File: src/rtl/vga_pkg.sv
`default_nettype none
// +----------------------------------------------------------------------------
// | vga_pkg
// | Default 640x480@60 raster geometry, sync windows and coordinate types.
// | Rev 1.0 - initial release
// +----------------------------------------------------------------------------
package vga_pkg;

  localparam int c_coord_w   = 10;

  localparam int c_h_visible = 640;
  localparam int c_h_front   = 16;
  localparam int c_h_sync    = 96;
  localparam int c_h_back    = 48;
  localparam int c_v_visible = 480;
  localparam int c_v_front   = 10;
  localparam int c_v_sync    = 2;
  localparam int c_v_back    = 33;

  localparam int c_h_total   = c_h_visible + c_h_front + c_h_sync + c_h_back;
  localparam int c_v_total   = c_v_visible + c_v_front + c_v_sync + c_v_back;

  localparam int c_hsync_start = c_h_visible + c_h_front;
  localparam int c_hsync_end   = c_hsync_start + c_h_sync - 1;
  localparam int c_vsync_start = c_v_visible + c_v_front;
  localparam int c_vsync_end   = c_vsync_start + c_v_sync - 1;

  // Screen centre, used by overlay blocks to position pointers.
  localparam int c_centre_x  = c_h_visible / 2;
  localparam int c_centre_y  = c_v_visible / 2;

  typedef logic [c_coord_w-1:0] coord_t;

  function automatic logic in_window(input coord_t v, input coord_t lo, input coord_t hi);
    return (v >= lo) && (v <= hi);
  endfunction

endpackage
`default_nettype wire

File: src/rtl/pixel_tick_gen.sv
`default_nettype none
// +----------------------------------------------------------------------------
// | pixel_tick_gen
// | Clock-enable divider: one-clk tick every CLK_DIV system clocks.
// | Rev 1.0 - initial release
// +----------------------------------------------------------------------------
module pixel_tick_gen #(
  parameter int CLK_DIV = 4
) (
  input  logic clk,
  input  logic reset,
  output logic tick
);

  generate
    if (CLK_DIV == 1) begin : g_div1
      // Every clock is a pixel clock; held low only while reset is asserted.
      assign tick = ~reset;
    end else begin : g_divn
      localparam int              c_w    = $clog2(CLK_DIV);
      localparam logic [c_w-1:0]  c_last = c_w'(CLK_DIV - 1);

      logic [c_w-1:0] r_div_cnt;

      always_ff @(posedge clk or posedge reset) begin
        if (reset) begin
          r_div_cnt <= '0;
        end else if (r_div_cnt == c_last) begin
          r_div_cnt <= '0;
        end else begin
          r_div_cnt <= r_div_cnt + c_w'(1);
        end
      end

      assign tick = (r_div_cnt == c_last);
    end
  endgenerate

endmodule
`default_nettype wire

File: src/rtl/vga_sync_gen.sv
`default_nettype none
// +----------------------------------------------------------------------------
// | vga_sync_gen
// | VGA raster timing: pixel tick, x/y counters, blank, hsync/vsync, frame pulse.
// | Rev 1.0 - initial release
// +----------------------------------------------------------------------------
module vga_sync_gen
  import vga_pkg::*;
#(
  parameter int   CLK_DIV     = 4,
  parameter int   H_VISIBLE   = c_h_visible,
  parameter int   H_FRONT     = c_h_front,
  parameter int   H_SYNC      = c_h_sync,
  parameter int   H_BACK      = c_h_back,
  parameter int   V_VISIBLE   = c_v_visible,
  parameter int   V_FRONT     = c_v_front,
  parameter int   V_SYNC      = c_v_sync,
  parameter int   V_BACK      = c_v_back,
  parameter logic SYNC_ACTIVE = 1'b0
) (
  input  logic                 clk,
  input  logic                 reset,
  output logic                 pix_tick,
  output logic [c_coord_w-1:0] x,
  output logic [c_coord_w-1:0] y,
  output logic                 blank,
  output logic                 hsync,
  output logic                 vsync,
  output logic                 frame_start
);

  localparam int c_h_last = H_VISIBLE + H_FRONT + H_SYNC + H_BACK - 1;
  localparam int c_v_last = V_VISIBLE + V_FRONT + V_SYNC + V_BACK - 1;
  localparam int c_hs_lo  = H_VISIBLE + H_FRONT;
  localparam int c_hs_hi  = c_hs_lo + H_SYNC - 1;
  localparam int c_vs_lo  = V_VISIBLE + V_FRONT;
  localparam int c_vs_hi  = c_vs_lo + V_SYNC - 1;

  logic   w_tick;
  logic   w_x_wrap;
  logic   w_y_wrap;
  coord_t w_x_next;
  coord_t w_y_next;
  coord_t r_x;
  coord_t r_y;
  logic   r_blank;
  logic   r_hsync;
  logic   r_vsync;
  logic   r_frame_start;

  pixel_tick_gen #(
    .CLK_DIV (CLK_DIV)
  ) u_pixel_tick_gen (
    .clk   (clk),
    .reset (reset),
    .tick  (w_tick)
  );

  always_comb begin
    w_x_wrap = (r_x == coord_t'(c_h_last));
    w_y_wrap = (r_y == coord_t'(c_v_last));
    w_x_next = w_x_wrap ? '0 : r_x + coord_t'(1);
    w_y_next = r_y;
    if (w_x_wrap) begin
      w_y_next = w_y_wrap ? '0 : r_y + coord_t'(1);
    end
  end

  // Flags are decoded from the next coordinates so they land on the same
  // edge as x/y and never lag the counters.
  always_ff @(posedge clk or posedge reset) begin
    if (reset) begin
      r_x           <= '0;
      r_y           <= '0;
      r_blank       <= 1'b0;
      r_hsync       <= ~SYNC_ACTIVE;
      r_vsync       <= ~SYNC_ACTIVE;
      r_frame_start <= 1'b0;
    end else begin
      r_frame_start <= 1'b0;
      if (w_tick) begin
        r_x           <= w_x_next;
        r_y           <= w_y_next;
        r_blank       <= (w_x_next >= coord_t'(H_VISIBLE)) || (w_y_next >= coord_t'(V_VISIBLE));
        r_hsync       <= in_window(w_x_next, coord_t'(c_hs_lo), coord_t'(c_hs_hi))
                         ? SYNC_ACTIVE : ~SYNC_ACTIVE;
        r_vsync       <= in_window(w_y_next, coord_t'(c_vs_lo), coord_t'(c_vs_hi))
                         ? SYNC_ACTIVE : ~SYNC_ACTIVE;
        r_frame_start <= w_x_wrap && w_y_wrap;
      end
    end
  end

  assign pix_tick    = w_tick;
  assign x           = r_x;
  assign y           = r_y;
  assign blank       = r_blank;
  assign hsync       = r_hsync;
  assign vsync       = r_vsync;
  assign frame_start = r_frame_start;

endmodule
`default_nettype wire

File: config.mk
export PLATFORM = sky130hd
export DESIGN_NAME = vga_sync_gen
export DESIGN_NICKNAME = d
export VERILOG_FILES = /design/src/rtl/vga_pkg.sv /design/src/rtl/pixel_tick_gen.sv /design/src/rtl/vga_sync_gen.sv
export SDC_FILE = /design/constraint.sdc
export NUM_CORES = 1
export LEC_CHECK = 0
export ABC_AREA = 1
export CAP_MARGIN = 40
export CORE_MARGIN = 1
export CORE_UTILIZATION = 50
export CTS_CLUSTER_DIAMETER = 40
export DETAILED_ROUTE_END_ITERATION = 6
export PLACE_DENSITY_LB_ADDON = 0.1
export SKIP_CTS_REPAIR_TIMING = 1
export SLEW_MARGIN = 15
export SYNTH_ARGS = -nofsm -noshare
export SYNTH_HDL_FRONTEND = slang
export SYNTH_SLANG_ARGS = --single-unit
File: constraint.sdc
create_clock -name clk -period 3.32 [get_ports clk]
set_input_delay 0.664 -clock clk [delete_from_list [all_inputs] [get_ports clk]]
set_output_delay 0.664 -clock clk [all_outputs]
set_load 0.02 [all_outputs]
Word level (Yosys, flattened, before mapping)
Cells that the tools add are included.
- register bits: 26
- input port bits: 2
- memories: 0
- latch bits: 0
- memory bits (writable): 0
- output and inout bits: 25
- logic and storage cells: 30
- bits in read-only memories: 0
- bitwise gates (word level): 0
- shifts and indexed selects: 0
- add/subtract/negate cells: 3
- div/mod/pow operators: 0
- multiply operators: 0
- eq/ne operators: 3
- $lt $le $gt $ge: 6
- mux-type cells: 7
- reduce and logical (&&, ||, !) cells: 4
- operators with widths (cell ; number):
    10-bit 2-to-1 mux ; 3
    10-bit by 1-bit adder with 10-bit output (second input constant) ; 2
    10-bit == test (second input constant) ; 2
    10-bit >= comparator (second input constant) ; 2
    10-bit by 9-bit >= comparator with 1-bit output (second input constant) ; 2
    10-bit <= comparator (second input constant) ; 1
    10-bit by 9-bit <= comparator with 1-bit output (second input constant) ; 1
    1-bit logical AND ; 3
    1-bit 2-to-1 mux ; 3
    2-bit by 1-bit adder with 2-bit output (second input constant) ; 1
    2-bit == test (second input constant) ; 1
    2-bit 2-to-1 mux ; 1
    1-bit logical OR ; 1

Depth between registers and ports, before layout
Gate-level depths: netlist (run 1).
- depth in word-level cells: 6
- mapped depth: 13
- mapped depth without buffers: 13

Modules after synthesis
From an unflattened synthesis (run 1), not the netlist that was laid out.
- cells, all modules: 268
- area total of the unflattened synthesis: 1776.7 sq um
- modules (own cells, without submodules) (module ; instances ; sequential area each (sq um) ; cells an instance ; area an instance (sq um)):
    vga_sync_gen ; 1 ; 603.1 ; 263 ; 1706.6
    pixel_tick_gen ; 1 ; 50.0 ; 5 ; 70.1

Worst setup path after synthesis (run 1)
Ideal clock, no wire load.
- kind: register to register
- start: register r_x[1] (netlist: x[1])
- end: register r_vsync (netlist: vsync)
- path slack: 1.628 ns
- required time: 3.241 ns
- arrival time: 1.613 ns
- path buffers: 1
- cell stages (with the launch flop): 12
- library setup time: 0.079 ns
- period minus slack after synthesis: 1.692 ns
- cell sequence: dfrtp_1 > ha_1 > nand2_1 > nor2_4 > nand3_4 > buf_6 > nor2_2 > nand3_1 > nand2_1 > nand2_1 > nor2_2 > a21oi_2
- longest elaborated chain between the ends: 5
- elaborated cells between the ends (all ways): 6
- classes of those cells: order compare (2); eq/ne (1); mux (2); reduce/logical (1)
- ends and longest elaborated chain (element ; line ; text):
    from (decl) ; vga_sync_gen.sv:44 ; coord_t r_x;
    from (signal assigned) ; vga_sync_gen.sv:82 ; r_x <= w_x_next;
    10-bit == test * ; vga_sync_gen.sv:60 ; w_x_wrap = (r_x == coord_t'(c_h_last));
    10-bit 2-to-1 mux * ; vga_sync_gen.sv:64 ; if (w_x_wrap) begin
    10-bit by 9-bit >= comparator with 1-bit output / 10-bit by 9-bit <= comparator with 1-bit output (equally long branches) ; vga_pkg.sv:35 ; return (v >= lo) && (v <= hi);
    1-bit logical AND * ; vga_pkg.sv:35 ;
    1-bit 2-to-1 mux * ; vga_sync_gen.sv:88 ; ? SYNC_ACTIVE : ~SYNC_ACTIVE;
    to (signal assigned) ; vga_sync_gen.sv:77 ; r_vsync <= ~SYNC_ACTIVE;
    to (signal assigned) ; vga_sync_gen.sv:87 ; r_vsync <= in_window(w_y_next, coord_t'(c_vs_lo), coord_t'(c_vs_hi))
    to (decl) ; vga_sync_gen.sv:48 ; logic r_vsync;
Mark *: on every way between the ends. The rest lies on a longest branch, timed or not.
A chain may end at the register's enable or synchronous reset.

Worst setup path in the final report (run 1)
- start: register u_pixel_tick_gen.g_divn.r_div_cnt[0]
- end: output pix_tick
- longest elaborated chain between the ends: 1
- ends and longest elaborated chain (element ; line ; text):
    from (decl) ; pixel_tick_gen.sv:23 ; logic [c_w-1:0] r_div_cnt;
    from (signal assigned) ; pixel_tick_gen.sv:31 ; r_div_cnt <= r_div_cnt + c_w'(1);
    2-bit == test ; pixel_tick_gen.sv:35 ; assign tick = (r_div_cnt == c_last);
    to (decl) ; vga_sync_gen.sv:23 ; output logic pix_tick,
Every way passes these cells.

==> results_dict.tcl, run 1 <==
set metrics [dict create \
    run_status "complete, no violations" \
    cts_tree "yes" \
    largest_net_degree_at_the_start_of_global_routing 27 \
    boundaryPins 27 \
    dpl_worst_slack_ns 1.28 \
    dpl-instance-area_mm2 0.00201 \
    mappedNetlistArea_mm2 0.00171 \
    final.setup.worst_slack_ns 0.915 \
    syn_to_final_growth_pct 20.9 \
    timing.critical_path.slowest_cell_delay_ns 0.68 \
    worstPathMaxFanout 10 \
    leakagePower_nw 0.919 \
    dieHeight_um 60.4 \
    synth.net_count 258 \
    clock_path_buffers 2 \
    routed_wire_length_per_instance_um 12.0 \
    synth_top_cell_by_area "sky130_fd_sc_hd__dfrtp_1" \
    crit-reg2reg-launch "u_pixel_tick_gen.g_divn.r_div_cnt[0]" \
    cell_with_the_largest_stage_delay_on_the_worst_path "sky130_fd_sc_hd__clkdlybuf4s50_1" \
    first_global_vias 1449 \
    core_area_mm2 0.00315 \
    crit_path_end_kind "output pin" \
    nNetsFinal 286 \
    vias 1631 \
    worst_pin_slew_ns 0.545 \
    synth-main-ff-cell "sky130_fd_sc_hd__dfrtp_1" \
    via_per_inst 5.07 \
    cp-startpoint "u_pixel_tick_gen.g_divn.r_div_cnt[0]" \
    synth_top_cells_by_area "sky130_fd_sc_hd__dfrtp_1 35%, sky130_fd_sc_hd__nand2_1 20%, sky130_fd_sc_hd__inv_1 6.4%, sky130_fd_sc_hd__nor2_1 5.5%, sky130_fd_sc_hd__nand3_1 5.0%" \
    ctsRootBufferMaster "sky130_fd_sc_hd__clkbuf_4" \
    power_density_mw_per_mm2 264 \
    timing.setup.tns_ns 0 \
    synth_area_per_cell_um2 6.80 \
    crit_path_cell_chain "ha_1, clkdlybuf4s50_1" \
    synthesis_stage_register_bit_count 26 \
    placement.io_buffers 26 \
    detail_route.drc_violations 0 \
    worstPathArrival_ns 1.74 \
    cts_buffers 3 \
    synth_sequential_area_ratio_pct 38.2 \
    yosys.area.top_type_share_pct 35.2 \
    synthesis.instances 251 \
    max_cap_violations 0 \
    number_of_antenna_violations_at_the_first_check_in_global_routing 0 \
    drt-initial-drc-count 68 \
    synth.top_cells.by_count "89 x sky130_fd_sc_hd__nand2_1, 29 x sky130_fd_sc_hd__inv_1, 25 x sky130_fd_sc_hd__nor2_1, 24 x sky130_fd_sc_hd__dfrtp_1, 17 x sky130_fd_sc_hd__nand3_1" \
    startpoint_to_endpoint_class_of_the_critical_path "reg -> out" \
    post-route-cell-area_mm2 0.00206 \
    wire_length_of_the_first_global_routing_pass_um 6530 \
    rsz0062_at_grt "false" \
    place.detailed.hpwl_um 2910 \
    floorplan.initialDensity_pct 54.2 \
    clk_pin_slew_ns 0.14 \
    period_needed_ns 2.41 \
    route.antenna.remaining_nets 0 \
    globalRoute.totalOverflow 0 \
    synth.yosys.warnings 0 \
    worst_ep_required_time_ns 2.66 \
    htree_levels 1 \
    clock_skew_ns 0.00575 \
    fill_cell_instance_count_of_the_final_layout 295 \
    antenna-diode-count 0 \
    drt_pass1_iterations 4 \
    finalCritPeriodShare_pct 72.4 \
    worst_skew_pair_latency_ns 0.33 \
    grt_use_total_pct 23.9 \
    design_power_total_mw 0.545 \
    report.final.setup_viol 0 \
    maximum_resistive_drop_on_vdd_mv 0.306 \
    relSlewSlack_pct 63.6 \
    routed_wirelength_um 3850 \
    fp.dieArea_mm2 0.00365 \
    final_hold_viol_count 0 \
    synthArstFlopShare_pct 100 \
    count_of_cell_types_in_the_netlist 27 \
    fp-row-count 20 \
    die_x_um 60.4 \
    hold_class "reg -> reg" \
    hold_path_start "u_pixel_tick_gen.g_divn.r_div_cnt[0]" \
    yosys.cell_count.top_type "sky130_fd_sc_hd__nand2_1" \
    cp-start-kind "register" \
    drive_gt1_share_pct 7.19 \
    clock-sinks 26 \
    number_of_pins_with_negative_max_slew_slack_in_the_final_report 0 \
    max_freq_ghz 0.416 \
    routability_driven_placement_congestion_ratio 0.884 \
    synth_enable_flop_cells 0 \
]
-- layer usage --
| metal | GRT usage [%] | vias to the layer above | wire (um) |
|---|---|---|---|
| met5 | 0 | - | 0 |
| met4 | 3.57 | 0 | 16 |
| met3 | 4.90 | 2 | 182 |
| met2 | 36.4 | 32 | 1760 |
| met1 | 35.8 | 740 | 1890 |
| li1 | - | 857 | - |
-- final cells by class --
| type | instances | area [um^2] | area share, % |
|---|---|---|---|
| clock buffers | 3 | 22.5 | 1.09 |
| well taps | 44 | 55.1 | 2.67 |
| inverters | 32 | 120 | 5.82 |
| flip-flops and latches | 26 | 653 | 31.6 |
| repair buffers | 28 | 275 | 13.3 |
| clock inverters | 1 | 30.0 | 1.45 |
| multi-input cells | 188 | 908 | 44.0 |
-- report_power, final --
| group | switching, mW | leakage [nW] | internal, mW |
|---|---|---|---|
| clock | 0.0978 | 0.0279 | 0.122 |
| combinational | 0.00620 | 0.549 | 0.00188 |
| sequential | 0 | 0.342 | 0.317 |
| total | 0.104 | 0.919 | 0.441 |
-- worst max-delay path, delay by kind of cell, from the launching register on --
| kind | cells | cell delay [ns] |
|---|---|---|
| buffers and inverters | 1 | 0.68 |
| flip-flops | 1 | 0.37 |
| adder cells (fa/ha/maj) | 1 | 0.37 |
-- state kept, by name, indices dropped and copies added, names as in the netlist --
register,flops
frame_start,1
x,10
y,10
u_pixel_tick_gen.g_divn.r_div_cnt,2
blank,1
hsync,1
vsync,1
-- layout by cell type (no fill, tap or decap), types with 2 or more instances in the layout --
cell,netlist,layout
sky130_fd_sc_hd__nand2_1,89,89
sky130_fd_sc_hd__inv_1,29,29
sky130_fd_sc_hd__clkdlybuf4s50_1,0,26
sky130_fd_sc_hd__nor2_1,25,25
sky130_fd_sc_hd__dfrtp_1,24,24
sky130_fd_sc_hd__nand3_1,17,17
sky130_fd_sc_hd__o21ai_0,16,16
sky130_fd_sc_hd__nand4_1,10,10
sky130_fd_sc_hd__ha_1,5,5
sky130_fd_sc_hd__a21oi_1,4,4
sky130_fd_sc_hd__xor2_1,3,3
sky130_fd_sc_hd__inv_2,3,3
sky130_fd_sc_hd__nor2_2,3,3
sky130_fd_sc_hd__o21ai_1,3,3
sky130_fd_sc_hd__clkbuf_4,0,3
sky130_fd_sc_hd__nor3_1,2,2
sky130_fd_sc_hd__o22ai_1,2,2
sky130_fd_sc_hd__dfstp_2,2,2
sky130_fd_sc_hd__buf_4,0,2
-- metrics by stage --
stage | utilization, % | hold slack (ns) | instances
final | 65.5 | 0.435 | 322
after global routing | 65.5 | 0.460 | 322
after CTS | 65.5 | 0.442 | 322
after detailed placement | 63.8 | 0.423 | 318
after global placement | 63.8 | 0.413 | 318
after floorplan | - | 0.403 | 251
-- kinds of logic after synthesis --
family	share of synthesized area, %
AO/OA/AOI/OAI	9.60
XOR/XNOR	2.05
adder cells (fa/ha/maj)	3.66
buffers and inverters	8.57
flip-flops	38.2
AND/OR/NAND/NOR	37.9
-- final timing paths --
| check | end | slack [ns] | cells after the start |
|---|---|---|---|
| hold reg to reg | u_pixel_tick_gen.g_divn.r_div_cnt[0] | 0.43 | 1 |
| setup reg to reg | x[3] | 1.42 | 7 |
| hold / removal | u_pixel_tick_gen.g_divn.r_div_cnt[0] | 0.43 | 1 |
| max in group asynchronous | hsync | 2.35 | 3 |
| min in group asynchronous | x[2] | 0.67 | 3 |
| setup / recovery | pix_tick | 0.91 | 2 |
(Power assumes the default switching activity.)
==> run 2, diff against run 1 <==
- clock period: 3.32 -> 2.5 ns (I/O delays scaled with it)
==> results_dict.tcl, run 2 (same netlist as run 1, synthesis figures left out) <==
set metrics [dict create \
    cp-start-kind "register" \
    timing.setup.tns_ns 0 \
    clk_pin_slew_ns 0.14 \
    period_needed_ns 2.01 \
    cell_with_the_largest_stage_delay_on_the_worst_path "sky130_fd_sc_hd__clkdlybuf4s50_1" \
    drt-initial-drc-count 114 \
    crit_path_end_kind "output pin" \
    fin_util_pct 65.0 \
    fill_cell_instance_count_of_the_final_layout 290 \
    grt_use_total_pct 24.4 \
    hold_class "reg -> reg" \
    first_global_vias 1447 \
    number_of_antenna_violations_at_the_first_check_in_global_routing 0 \
    routability_driven_placement_congestion_ratio 0.927 \
    cts_buffers 3 \
    largest_net_degree_at_the_start_of_global_routing 27 \
    drt_pass1_iterations 4 \
    drive_gt1_share_pct 7.19 \
    groute.layer.met3.usage_pct 3.84 \
    die_x_um 60.4 \
    detail_route.drc_violations 0 \
    worst_skew_pair_latency_ns 0.33 \
    final_hold_viol_count 0 \
    count_of_buffer_and_inverter_cells_on_the_critical_path 1 \
    final_cell_mix "89 x sky130_fd_sc_hd__nand2_1, 29 x sky130_fd_sc_hd__inv_1, 26 x sky130_fd_sc_hd__clkdlybuf4s50_1, 25 x sky130_fd_sc_hd__nor2_1, 24 x sky130_fd_sc_hd__dfrtp_1" \
    dpl-instance-area_mm2 0.00201 \
    fp-row-count 20 \
    report.final.setup_viol 0 \
    global_route.usage.met1_pct 37.1 \
    timing.critical_path.slowest_cell_delay_ns 0.61 \
    power_density_mw_per_mm2 316 \
    core_area_mm2 0.00315 \
    rsz0062_at_grt "false" \
    wire_length_of_the_first_global_routing_pass_um 6690 \
    routed_wirelength_um 3930 \
    worstPathArrival_ns 1.51 \
    maximum_resistive_drop_on_vdd_mv 0.248 \
    cts_tree "yes" \
    clock-sinks 26 \
    vias 1646 \
    htree_levels 1 \
    number_of_pins_with_negative_max_slew_slack_in_the_final_report 0 \
    globalRoute.totalOverflow 0 \
    max_freq_ghz 0.497 \
    relSlewSlack_pct 65.6 \
    clock_path_buffers 2 \
    max_cap_violations 0 \
    routed_wire_length_per_instance_um 12.2 \
    leakagePower_nw 0.912 \
    fp.dieArea_mm2 0.00365 \
    boundaryPins 27 \
    mostFrequentLayoutCell "sky130_fd_sc_hd__nand2_1" \
    grt_util_met2_pct 36.1 \
    startpoint_to_endpoint_class_of_the_critical_path "reg -> out" \
    worstPathMaxFanout 2 \
    hold_ws_ns 0.445 \
    place.detailed.hpwl_um 2990 \
    floorplan.initialDensity_pct 54.2 \
    worst_pin_slew_ns 0.516 \
    syn_to_final_growth_pct 19.9 \
    post-route-cell-area_mm2 0.00205 \
    grt-busiest-layer "met1" \
    nNetsFinal 286 \
    finalCritPeriodShare_pct 80.5 \
    dieHeight_um 60.4 \
    antenna-diode-count 0 \
    clock_skew_ns 0.00377 \
    ctsRootBufferMaster "sky130_fd_sc_hd__clkbuf_4" \
    placement.io_buffers 26 \
    worst_ep_required_time_ns 2.00 \
    crit_path_cell_chain "clkdlybuf4s50_1" \
    kind_of_cell_adding_the_most_delay_to_the_critical_path "buffers and inverters" \
    via_per_inst 5.11 \
    route.antenna.remaining_nets 0 \
    run_status "complete, no violations" \
]
run 2: changes by cell type in the layout (fill, tap and decap cells not counted):
cell / before / now
sky130_fd_sc_hd__bufinv_16: 1 / 0
sky130_fd_sc_hd__clkbuf_8: 0 / 1
run 2: layout make-up:
class | count | area (um^2) | area share [%]
Inverter | 32 | 120 | 5.86
Timing Repair Buffer | 28 | 275 | 13.4
Tap cell | 44 | 55.1 | 2.69
Clock buffer | 4 | 36.3 | 1.77
Sequential cell | 26 | 653 | 31.9
Multi-Input combinational cell | 188 | 908 | 44.3
run 2: worst paths after layout:
path                                                       from                                    to  slack (ns)  cells past startpoint
min in group asynchronous                                 reset                                 blank        0.51                      3
hold reg to reg            u_pixel_tick_gen.g_divn.r_div_cnt[0]  u_pixel_tick_gen.g_divn.r_div_cnt[0]        0.45                      1
setup reg to reg                                           x[1]                                 blank        0.61                     12
hold / removal             u_pixel_tick_gen.g_divn.r_div_cnt[0]  u_pixel_tick_gen.g_divn.r_div_cnt[0]        0.45                      1
setup / recovery                                          vsync                                 vsync        0.49                      1
max in group asynchronous                                 reset                                 vsync        1.69                      3
run 2: through the flow:
step	total power [mW]	cells	worst slack, ns
2_1_floorplan	0.435	251	0.808
3_3_place_gp	0.440	318	0.651
3_5_place_dp	0.440	318	0.634
4_1_cts	0.656	322	0.480
5_1_grt	0.673	322	0.418
6_report	0.648	322	0.488
run 2: where the power goes:
part | leakage [nW] | total, mW | internal (mW) | switching [mW]
Clock | 0.0210 | 0.216 | 0.0893 | 0.127
Combinational | 0.549 | 0.0105 | 0.00251 | 0.00803
Sequential | 0.342 | 0.421 | 0.421 | 0
Total | 0.912 | 0.648 | 0.513 | 0.135
run 2: per-layer routing:
layer  vias up  share of wire (%)
met3         6                4.8
met4         0                1.1
met1       747                 50
met2        38                 44
li1        855                  -
met5         -                  0
==> run 3, diff against run 2 <==
- clock period: 2.5 -> 1.95 ns (I/O delays scaled with it)
==> results_dict.tcl, run 3 (same netlist as run 1, synthesis figures left out) <==
set metrics [dict create \
    worstPathArrival_ns 1.51 \
    run_status "complete, no violations" \
    largest_net_degree_at_the_start_of_global_routing 27 \
    die_x_um 60.4 \
    period_needed_ns 1.90 \
    globalRoute.totalOverflow 0 \
    syn_to_final_growth_pct 22.9 \
    cp-start-kind "register" \
    place.detailed.hpwl_um 3120 \
    crit_path_end_kind "output pin" \
    antenna-diode-count 0 \
    detail_route.drc_violations 0 \
    clk_pin_slew_ns 0.15 \
    final.setup.worst_slack_ns 0.0507 \
    boundaryPins 27 \
    vias 1692 \
    drive_gt1_share_pct 9.25 \
    final_cell_mix "89 x sky130_fd_sc_hd__nand2_1, 29 x sky130_fd_sc_hd__inv_1, 25 x sky130_fd_sc_hd__nor2_1, 24 x sky130_fd_sc_hd__clkdlybuf4s50_1, 21 x sky130_fd_sc_hd__dfrtp_1" \
    mostFrequentLayoutCell "sky130_fd_sc_hd__nand2_1" \
    htree_levels 1 \
    via_per_inst 5.21 \
    nNetsFinal 289 \
    timing.critical_path.slowest_cell_delay_ns 0.65 \
    drt-initial-drc-count 97 \
    relSlewSlack_pct 78.0 \
    dieHeight_um 60.4 \
    wire_length_of_the_first_global_routing_pass_um 6620 \
    number_of_pins_with_negative_max_slew_slack_in_the_final_report 0 \
    worst_ep_required_time_ns 1.56 \
    clock-sinks 26 \
    crit_path_cell_chain "clkdlybuf4s50_1" \
    first_global_vias 1416 \
    cts_buffers 3 \
    drt_pass1_iterations 4 \
    number_of_antenna_violations_at_the_first_check_in_global_routing 0 \
    clock_skew_ns 0.00355 \
    worst_pin_slew_ns 0.329 \
    leakagePower_nw 0.946 \
    route.antenna.remaining_nets 0 \
    grt_use_total_pct 24.3 \
    fp-row-count 20 \
    max_cap_violations 0 \
    finalCritPeriodShare_pct 97.4 \
    cts_tree "yes" \
    fill_cell_instance_count_of_the_final_layout 285 \
    count_of_buffer_and_inverter_cells_on_the_critical_path 1 \
    hold_class "in -> async" \
    dpl-instance-area_mm2 0.00203 \
    routed_wire_length_per_instance_um 12.6 \
    final_hold_viol_count 0 \
    floorplan.initialDensity_pct 54.2 \
    report.final.setup_viol 0 \
    kind_of_cell_adding_the_most_delay_to_the_critical_path "buffers and inverters" \
    routed_wirelength_um 4100 \
    ctsRootBufferMaster "sky130_fd_sc_hd__clkbuf_4" \
    fp.dieArea_mm2 0.00365 \
    post-route-cell-area_mm2 0.00210 \
    worst_skew_pair_latency_ns 0.34 \
    core_area_mm2 0.00315 \
    startpoint_to_endpoint_class_of_the_critical_path "reg -> out" \
    clock_path_buffers 2 \
    power_density_mw_per_mm2 447 \
    rsz0062_at_grt "true" \
    routability_driven_placement_congestion_ratio 0.893 \
    cell_with_the_largest_stage_delay_on_the_worst_path "sky130_fd_sc_hd__clkdlybuf4s50_1" \
    placement.io_buffers 26 \
    dpl_worst_slack_ns 0.147 \
    max_freq_ghz 0.527 \
    maximum_resistive_drop_on_vdd_mv 0.304 \
    worstPathMaxFanout 7 \
]
[run 3: cell types whose count changed in the layout (fill, tap and decap cells not counted), sizes merged]
cell,before,now
buf,2,5
dlymetal6s2s,0,2
bufinv,0,1
clkdlybuf4s50,26,24
clkbuf,4,3
[run 3: final timing paths]
path	cells past startpoint	from	slack (ns)	to
max	1	y[3]	0.05	y[3]
min	3	reset	0.39	x[3]
max reg2reg	10	x[1]	0.19	vsync
min reg2reg	1	u_pixel_tick_gen.g_divn.r_div_cnt[0]	0.44	u_pixel_tick_gen.g_divn.r_div_cnt[0]
max in group asynchronous	3	reset	1.26	vsync
min in group clk	1	u_pixel_tick_gen.g_divn.r_div_cnt[0]	0.44	u_pixel_tick_gen.g_divn.r_div_cnt[0]
[run 3: per-layer routing]
layer	up-vias	GRT usage, %	share of wire (%)
li1	857	-	-
met1	773	37.5	49
met2	54	35.9	44
met3	8	1.92	4.8
met4	0	7.79	1.8
met5	-	0	0
[run 3: area by class of cell]
cell class / count / area, um^2 / area share (%)
Tap cell: 44 / 55.1 / 2.62
Clock inverter: 1 / 30.0 / 1.43
Multi-Input combinational cell: 188 / 908 / 43.3
Inverter: 32 / 123 / 5.84
Sequential cell: 26 / 657 / 31.3
Clock buffer: 3 / 22.5 / 1.07
Timing Repair Buffer: 31 / 303 / 14.4
[run 3: stage by stage]
step	instances	total power [mW]	hold WS [ns]	utilization [%]	TNS, ns
after floorplan	251	0.557	0.403	-	0
after global placement	320	0.564	0.417	64.3	0
after detailed placement	320	0.564	0.430	64.3	0
after CTS	324	0.949	0.412	66.0	0
after global routing	325	0.970	0.416	66.5	-0.00201
final	325	0.938	0.393	66.5	0
[run 3: worst min-delay path, delay by kind of cell]
kind                   cells  cell delay (ns)
buffers and inverters      3             0.77
[run 3: where the power goes]
group	internal [mW]	total, mW	switching (mW)	leakage [nW]
clock network	0.208	0.384	0.176	0.0279
logic	0.00322	0.0136	0.0104	0.581
registers	0.540	0.540	0	0.337
